--- src/rtl/regfile_dump_if.sv ---
// Debug read port of the register file plus the outgoing dump stream.
// Latency: none, wires only.
// Backpressure: out_ready from the consumer stalls the stream; the debug port has none.
interface regfile_dump_if;
    logic [4:0]  dbg_addr;
    logic [31:0] dbg_data;
    logic        out_valid;
    logic        out_ready;
    logic [4:0]  out_addr;
    logic [31:0] out_data;

    // Sequencer side: drives the debug address and the stream.
    modport master (
        output dbg_addr,
        input  dbg_data,
        output out_valid,
        input  out_ready,
        output out_addr,
        output out_data
    );

    // Register file / consumer side.
    modport slave (
        input  dbg_addr,
        output dbg_data,
        input  out_valid,
        output out_ready,
        input  out_addr,
        input  out_data
    );
endinterface

--- src/rtl/regfile_dump.sv ---
// Sweeps the register-file debug port over [first..last] (wrapping 31->0) and streams each value.
// Latency: first beat valid 2 cycles after start; one beat per 2 cycles with out_ready held high.
// Backpressure: beat held stable while out_ready=0; abort drops the stream at the next edge.
module regfile_dump (
    input  logic        clk,
    input  logic        rst,
    input  logic        start,
    input  logic [4:0]  first,
    input  logic [4:0]  last,
    input  logic        abort,
    output logic        busy,
    output logic        done,
    regfile_dump_if.master bus
);

    typedef enum logic [1:0] {
        S_IDLE  = 2'd0,
        S_FETCH = 2'd1,
        S_SEND  = 2'd2
    } state_t;

    state_t      state_q;
    logic [4:0]  cur_q;
    logic [4:0]  cur_d;
    logic [4:0]  end_q;
    logic        busy_q;
    logic        done_q;
    logic        out_valid_q;
    logic [4:0]  out_addr_q;
    logic [31:0] out_data_q;

    // Next register address; 5-bit arithmetic wraps 31 -> 0 on its own.
    always_comb begin
        cur_d = cur_q + 5'd1;
    end

    // Sequencer FSM: all outputs except dbg_addr are registered here.
    always_ff @(posedge clk) begin
        if (rst) begin
            state_q     <= S_IDLE;
            cur_q       <= 5'd0;
            end_q       <= 5'd0;
            busy_q      <= 1'b0;
            done_q      <= 1'b0;
            out_valid_q <= 1'b0;
            out_addr_q  <= 5'd0;
            out_data_q  <= 32'd0;
        end else begin
            done_q <= 1'b0;
            case (state_q)
                S_IDLE: begin
                    // start beats a concurrent abort here; abort alone is ignored.
                    if (start) begin
                        cur_q   <= first;
                        end_q   <= last;
                        busy_q  <= 1'b1;
                        state_q <= S_FETCH;
                    end
                end
                S_FETCH: begin
                    if (abort) begin
                        busy_q  <= 1'b0;
                        state_q <= S_IDLE;
                    end else begin
                        // Snapshot: value as seen by the debug port during this cycle.
                        out_data_q  <= bus.dbg_data;
                        out_addr_q  <= cur_q;
                        out_valid_q <= 1'b1;
                        state_q     <= S_SEND;
                    end
                end
                S_SEND: begin
                    // abort outranks a handshake in the same cycle, and suppresses done.
                    if (abort) begin
                        out_valid_q <= 1'b0;
                        busy_q      <= 1'b0;
                        state_q     <= S_IDLE;
                    end else if (bus.out_ready) begin
                        out_valid_q <= 1'b0;
                        if (cur_q == end_q) begin
                            done_q  <= 1'b1;
                            busy_q  <= 1'b0;
                            state_q <= S_IDLE;
                        end else begin
                            cur_q   <= cur_d;
                            state_q <= S_FETCH;
                        end
                    end
                end
                default: begin
                    out_valid_q <= 1'b0;
                    busy_q      <= 1'b0;
                    state_q     <= S_IDLE;
                end
            endcase
        end
    end

    // Debug address is decoded from state only, so no input reaches it combinationally.
    assign bus.dbg_addr  = (state_q == S_IDLE) ? 5'd0 : cur_q;
    assign bus.out_valid = out_valid_q;
    assign bus.out_addr  = out_addr_q;
    assign bus.out_data  = out_data_q;
    assign busy          = busy_q;
    assign done          = done_q;

endmodule

--- src/flat_wrapper.sv ---
// flat-port wrapper written by rule: the top's interface ports become plain ports
module regfile_dump_flat 
  (clk, rst, start, first, last, abort, busy, done, bus_dbg_addr, bus_dbg_data, bus_out_valid, bus_out_ready, bus_out_addr, bus_out_data);
  regfile_dump_if bus_i ();
  input  logic clk;
  input  logic rst;
  input  logic start;
  input  logic [4:0] first;
  input  logic [4:0] last;
  input  logic abort;
  output logic busy;
  output logic done;
  output wire logic [$bits(bus_i.dbg_addr)-1:0] bus_dbg_addr;
  input wire logic [$bits(bus_i.dbg_data)-1:0] bus_dbg_data;
  output wire logic [$bits(bus_i.out_valid)-1:0] bus_out_valid;
  input wire logic [$bits(bus_i.out_ready)-1:0] bus_out_ready;
  output wire logic [$bits(bus_i.out_addr)-1:0] bus_out_addr;
  output wire logic [$bits(bus_i.out_data)-1:0] bus_out_data;
  assign bus_dbg_addr = bus_i.dbg_addr;
  assign bus_i.dbg_data = bus_dbg_data;
  assign bus_out_valid = bus_i.out_valid;
  assign bus_i.out_ready = bus_out_ready;
  assign bus_out_addr = bus_i.out_addr;
  assign bus_out_data = bus_i.out_data;
  regfile_dump u_core (.clk(clk), .rst(rst), .start(start), .first(first), .last(last), .abort(abort), .busy(busy), .done(done), .bus(bus_i));
endmodule
--- config.mk ---
export PLATFORM = sky130hd
export DESIGN_NAME = regfile_dump_flat
export DESIGN_NICKNAME = d
export VERILOG_FILES = /design/src/rtl/regfile_dump_if.sv /design/src/rtl/regfile_dump.sv /design/src/flat_wrapper.sv
export SDC_FILE = /design/constraint.sdc
export NUM_CORES = 1
export LEC_CHECK = 0
export ABC_AREA = 1
export CELL_PAD_IN_SITES_DETAIL_PLACEMENT = 2
export CELL_PAD_IN_SITES_GLOBAL_PLACEMENT = 2
export CORE_ASPECT_RATIO = 0.6
export CORE_MARGIN = 5
export CORE_UTILIZATION = 23
export DETAILED_ROUTE_END_ITERATION = 12
export PLACE_DENSITY = 0.95
export SLEW_MARGIN = 20
export SYNTH_ARGS = -nofsm -noshare
export SYNTH_HDL_FRONTEND = slang
export SYNTH_SLANG_ARGS = --single-unit
--- constraint.sdc ---
create_clock -name clk -period 2.45 [get_ports clk]
set_clock_uncertainty 0.2 [all_clocks]
set_input_delay 0.3675 -clock clk [delete_from_list [all_inputs] [get_ports clk]]
set_output_delay 0.3675 -clock clk [all_outputs]
set_load 0.02 [all_outputs]
# Word level (Yosys, flattened, before mapping)
# Index checks and enable logic that the tools add are counted.
# classes
n_mux	23
n_bitwise	4
n_reduce_logical	9
eq_ne	11
n_addsub	1
# op_table
cell	count
5-bit 2-to-1 mux	5
2-bit != test, second input constant	6
1-bit 2-to-1 mux	10
5-bit one-hot mux with 2 select lines	1
2-bit 2-to-1 mux	4
1-bit one-hot mux with 3 select lines	2
2-bit one-hot mux with 3 select lines	1
2-bit AND reduction	3
5-bit by 1-bit adder with 5-bit output, second input constant	1
5-bit equality test	1
5-bit AND reduction	1
1-bit NOT	4
4-bit AND reduction	1
4-bit OR reduction	1
3-bit by 2-bit != test with 1-bit output, second input constant	1
3-bit != test, second input constant	1
3-bit AND reduction	1
2-bit by 1-bit equality test with 1-bit output, second input constant	1
2-bit equality test, second input constant	1
2-bit zero test	1
2-bit nonzero test	1
# totals
output_inout_bits	45
input_bits	47
word_cells	56
reg_bits	52

# Longest topological paths before layout
# depth
ltp_word	5
ltp_mapped	10
depth_no_buf	9

# Worst setup path before layout
# No wires, ideal clock.
# synth_timing
kind	reg2reg
start	register u_core.state_q[0]
end	register u_core.cur_q[0]
arrival_time_ps	1132
required_time_ps	2135
setup_time_ps	115
synth_period_minus_slack_ps	1447
slack_ps	1003
stages_incl_launch_ff	8
n_path_buf	1
path_cell_list	dfxtp_1 -> nor2_2 -> inv_2 -> nor2_2 -> inv_2 -> buf_2 -> a21oi_1 -> nor2_1
# synth_between
elab_chain_len	3
word_cells_on_any_way	9
cone_classes	5 x eq/ne; 1 x mux; 3 x reduce/logical
# synth_lines
element	line	text
start: declaration	regfile_dump.sv:22	state_t state_q;
start signal: assignment	regfile_dump.sv:40	state_q <= S_IDLE;
start signal: assignment	regfile_dump.sv:57	state_q <= S_FETCH;
start signal: assignment	regfile_dump.sv:63	state_q <= S_IDLE;
2-bit equality test / 2-bit zero test (equally long branches)	regfile_dump.sv:50	case (state_q)
2-bit != test (no line) / 2-bit nonzero test (equally long branches)	--	
5-bit AND reduction (no line)	--	
end signal: assignment	regfile_dump.sv:54	cur_q <= first;
end signal: assignment	regfile_dump.sv:85	cur_q <= cur_d;
end: declaration	regfile_dump.sv:23	logic [4:0] cur_q;
# Parallel ways exist; a longest one is shown, timed or not.
# A chain may end at the register's enable or synchronous reset.

# Worst setup path after layout
# layout_timing
start	register u_core.cur_q[0]
end	output bus_dbg_addr[0]
# layout_between
elab_chain_len	1
# layout_lines
element	line	text
5-bit 2-to-1 mux	regfile_dump.sv:100	assign bus.dbg_addr = (state_q == S_IDLE) ? 5'd0 : cur_q;
end: declaration	flat_wrapper.sv:13	output wire logic [$bits(bus_i.dbg_addr)-1:0] bus_dbg_addr;
# Every way passes these cells.

==> impl_metrics.csv <==
group,metric,value,unit
critical_path,required,1.88,ns
critical_path,critPathMaxFanout,6,
timing,hold_slack,0.264,ns
critical_path,cp-start-kind,"flip-flop",
cells_and_area,areaGrowthSynthToFinish,56.0,%
place,portBuffers,91,
yosys,syn_avg_cell_area,7.29,sq um
pwr,power,1.96,mW
critical_path,crit_family,"buffers and inverters",
clocking,cts_max_path_buffers,2,
clocking,cts_buffers,5,
pwr,p_leak,1.21,nW
yosys,synth_largest_area_cell,"dfxtp_1",
timing,rsz0062_at_grt,"no",
yosys,synth_warnings,0,
detailed_routing,wire_per_inst,16.2,um
yosys,synth_top_area_share,0.501,
grt,grt-ovfl-total,0,
timing,fin_crit,2.19,ns
detailed_routing,drc,0,
worst_hold_path,hold_class,"flip-flop to flip-flop",
detailed_routing,viasPerCell,4.60,
flow_run,drv_cap,0,
floorplanning,coreArea,8650,sq um
floorplanning,die_x,133,um
critical_path,critPathCaptureType,"output port",
timing,slew_headroom,0.640,
grt,grt_pass1_wl,13.0,mm
place,place.gp.congestion,0.759,
clocking,clock_sinks,52,
yosys,ys_ff_latch,52,
floorplanning,fp.dieH,83.6,um
pwr,internal_power,1.45,mW
clocking,postCtsHoldBufs,0,
yosys,synthesis.area,2080,sq um
critical_path,arrival,1.62,ns
timing,period_share,0.893,
cells_and_area,drive_gt1_frac,0.0642,
floorplanning,boundaryPins,92,
detailed_routing,wirelength,7.87,mm
yosys,syn_nets,333,
critical_path,critPathMaxStageDelay,0.61,ns
critical_path,path_class,"flip-flop to output port",
yosys,synth_cell_type_count,21,
pwr,p_per_area,606,nW/um^2
grt,grt_usage,0.143,
critical_path,path_cells,"inv_1, nor2_1, clkdlybuf4s50_1",
critical_path,critPathSlowestCell,"clkdlybuf4s50_1",
place,hpwlAfterDp,6.13,mm
yosys,synthCells,285,
timing,fmax,457,MHz
pwr,combPwrFrac,0.167,
place,dp_cells,478,
clocking,cts_tree,"yes",
place,dpl_cell_area,3090,sq um
pwr,ir_drop,0.000337,V
timing,finalSetupTns,0,ns
detailed_routing,drtAntennaViolNets,0,
pwr,swShare,0.261,
cells_and_area,layout_common_cells,"nand2_1, clkdlybuf4s50_1, dfxtp_1",
yosys,ys_top_cells_by_area,"dfxtp_1, nand2_1, a21oi_1",
floorplanning,die_area,11100,sq um
critical_path,critPathBufInv,2,
pwr,pwr-share-seq,0.467,
pwr,switchingPower,0.513,mW
cells_and_area,stdcell_count,486,
cells_and_area,final_area,3240,sq um
clocking,cts_resized,0,
detailed_routing,drt_iter0_markers,136,
timing,setup_viol_count_final,0,
clocking,path_clk_slew,0.07,ns
timing,finalMaxSlewViolations,0,
floorplanning,initial_core_util,0.240,
grt,antenna_found_initial,0,
cells_and_area,layout_commonest_cell,"nand2_1",
clocking,cts_setup_buffers,0,
grt,grt_pass1_vias,2406,
cells_and_area,nFillCells,986,
grt,grt_max_degree,36,
clocking,htree_levels,2,
detailed_routing,vias,2237,
clocking,clockRootBuffer,"clkbuf_16",
floorplanning,rows,26,
clocking,clkLatencyLatePin,0.28,ns
timing,max_slew.worst_pin.slew,0.539,ns
detailed_routing,dr.pass1.iters,4,
cells_and_area,diodes,0,
pwr,clkPwrFrac,0.365,
timing,hold_viol_final,0,
yosys,ys_seq_area_frac,0.501,
cells_and_area,nNetsFinal,421,
status,outcome,"completed",
-- tightest hold or removal path, stage by stage, from the launching register on --
cell     delay [ns]
dfxtp_1        0.31
nand2_1        0.06
a21oi_1        0.05
-- kinds of logic (layout without fill, tap and decap cells) --
kind of cell,after synthesis,after routing,synth area share
adders and majority gates,1,1,0.00602
and+or+nand+nor,134,134,0.265
xor gates and xnor gates,2,2,0.00844
buffers and inverters,32,121,0.0651
AOI/OAI and AO/OA,64,64,0.154
DFF,52,52,0.501
-- sequential cells by signal, summed over array words and instances (netlist names) --
name	count
u_core.state_q	2
u_core.done	1
u_core.busy	1
u_core.end_q	5
u_core.cur_q	5
u_core.bus.out_addr	5
u_core.bus.out_data	32
u_core.bus.out_valid	1
-- cell usage after synthesis, drive strengths merged --
master   n
a21oi   49
xor2     1
o21ai   15
buf      7
nand3   11
inv     18
xnor2    1
ha       1
clkbuf   7
dfxtp   52
or2      1
nor3     2
nand2   95
nor2    25
-- metal layers --
layer	part of all wire	vias to the layer above	wire [um]	GRT usage
li1	-	1085	-	-
met1	0.48	1087	3810	0.191
met2	0.44	57	3470	0.221
met3	0.058	8	456	0.0470
met4	0.018	0	143	0.0396
met5	0	-	0	0
-- cell type report --
type                       instances  area [sq um]  share of cell area
sequential                        52          1040               0.321
clock inverter                     1          7.51             0.00232
multi-input combinational        201           901               0.278
tap                              112           140              0.0432
timing repair buffer              95           941               0.290
inverter                          18          67.6              0.0208
clock buffer                       7           143              0.0440
-- power by group through the flow --
stage | logic, mW | clock network, mW | registers (mW)
after detailed placement | 0.332 | 0 | 0.936
after CTS | 0.333 | 0.738 | 0.917
after floorplan | 0.128 | 0 | 0.956
after global placement | 0.318 | 0 | 0.933
final | 0.328 | 0.717 | 0.917
after global routing | 0.359 | 0.783 | 0.922
-- per-stage QoR --
| step | utilization | setup slack, ns |
|---|---|---|
| 6_report | 0.374 | 0.262 |
| 5_1_grt | 0.374 | 0.175 |
| 4_1_cts | 0.374 | 0.245 |
| 3_5_place_dp | 0.357 | 0.350 |
| 3_3_place_gp | 0.357 | 0.476 |
| 2_1_floorplan | - | 1.00 |
-- worst paths after layout --
kind	depth (start not counted)	to	startpoint	slack, ns
worst max-delay path	3	bus_dbg_addr[0]	u_core.cur_q[0]$_SDFFE_PP0P_	0.26
worst min register to register	2	u_core.bus.out_data[22]$_SDFFE_PP0P_	u_core.bus.out_data[22]$_SDFFE_PP0P_	0.26
worst max register to register	9	u_core.cur_q[2]$_SDFFE_PP0P_	u_core.cur_q[1]$_SDFFE_PP0P_	0.54
worst min-delay path	2	u_core.bus.out_data[22]$_SDFFE_PP0P_	u_core.bus.out_data[22]$_SDFFE_PP0P_	0.26
(Power assumes the default switching activity.)
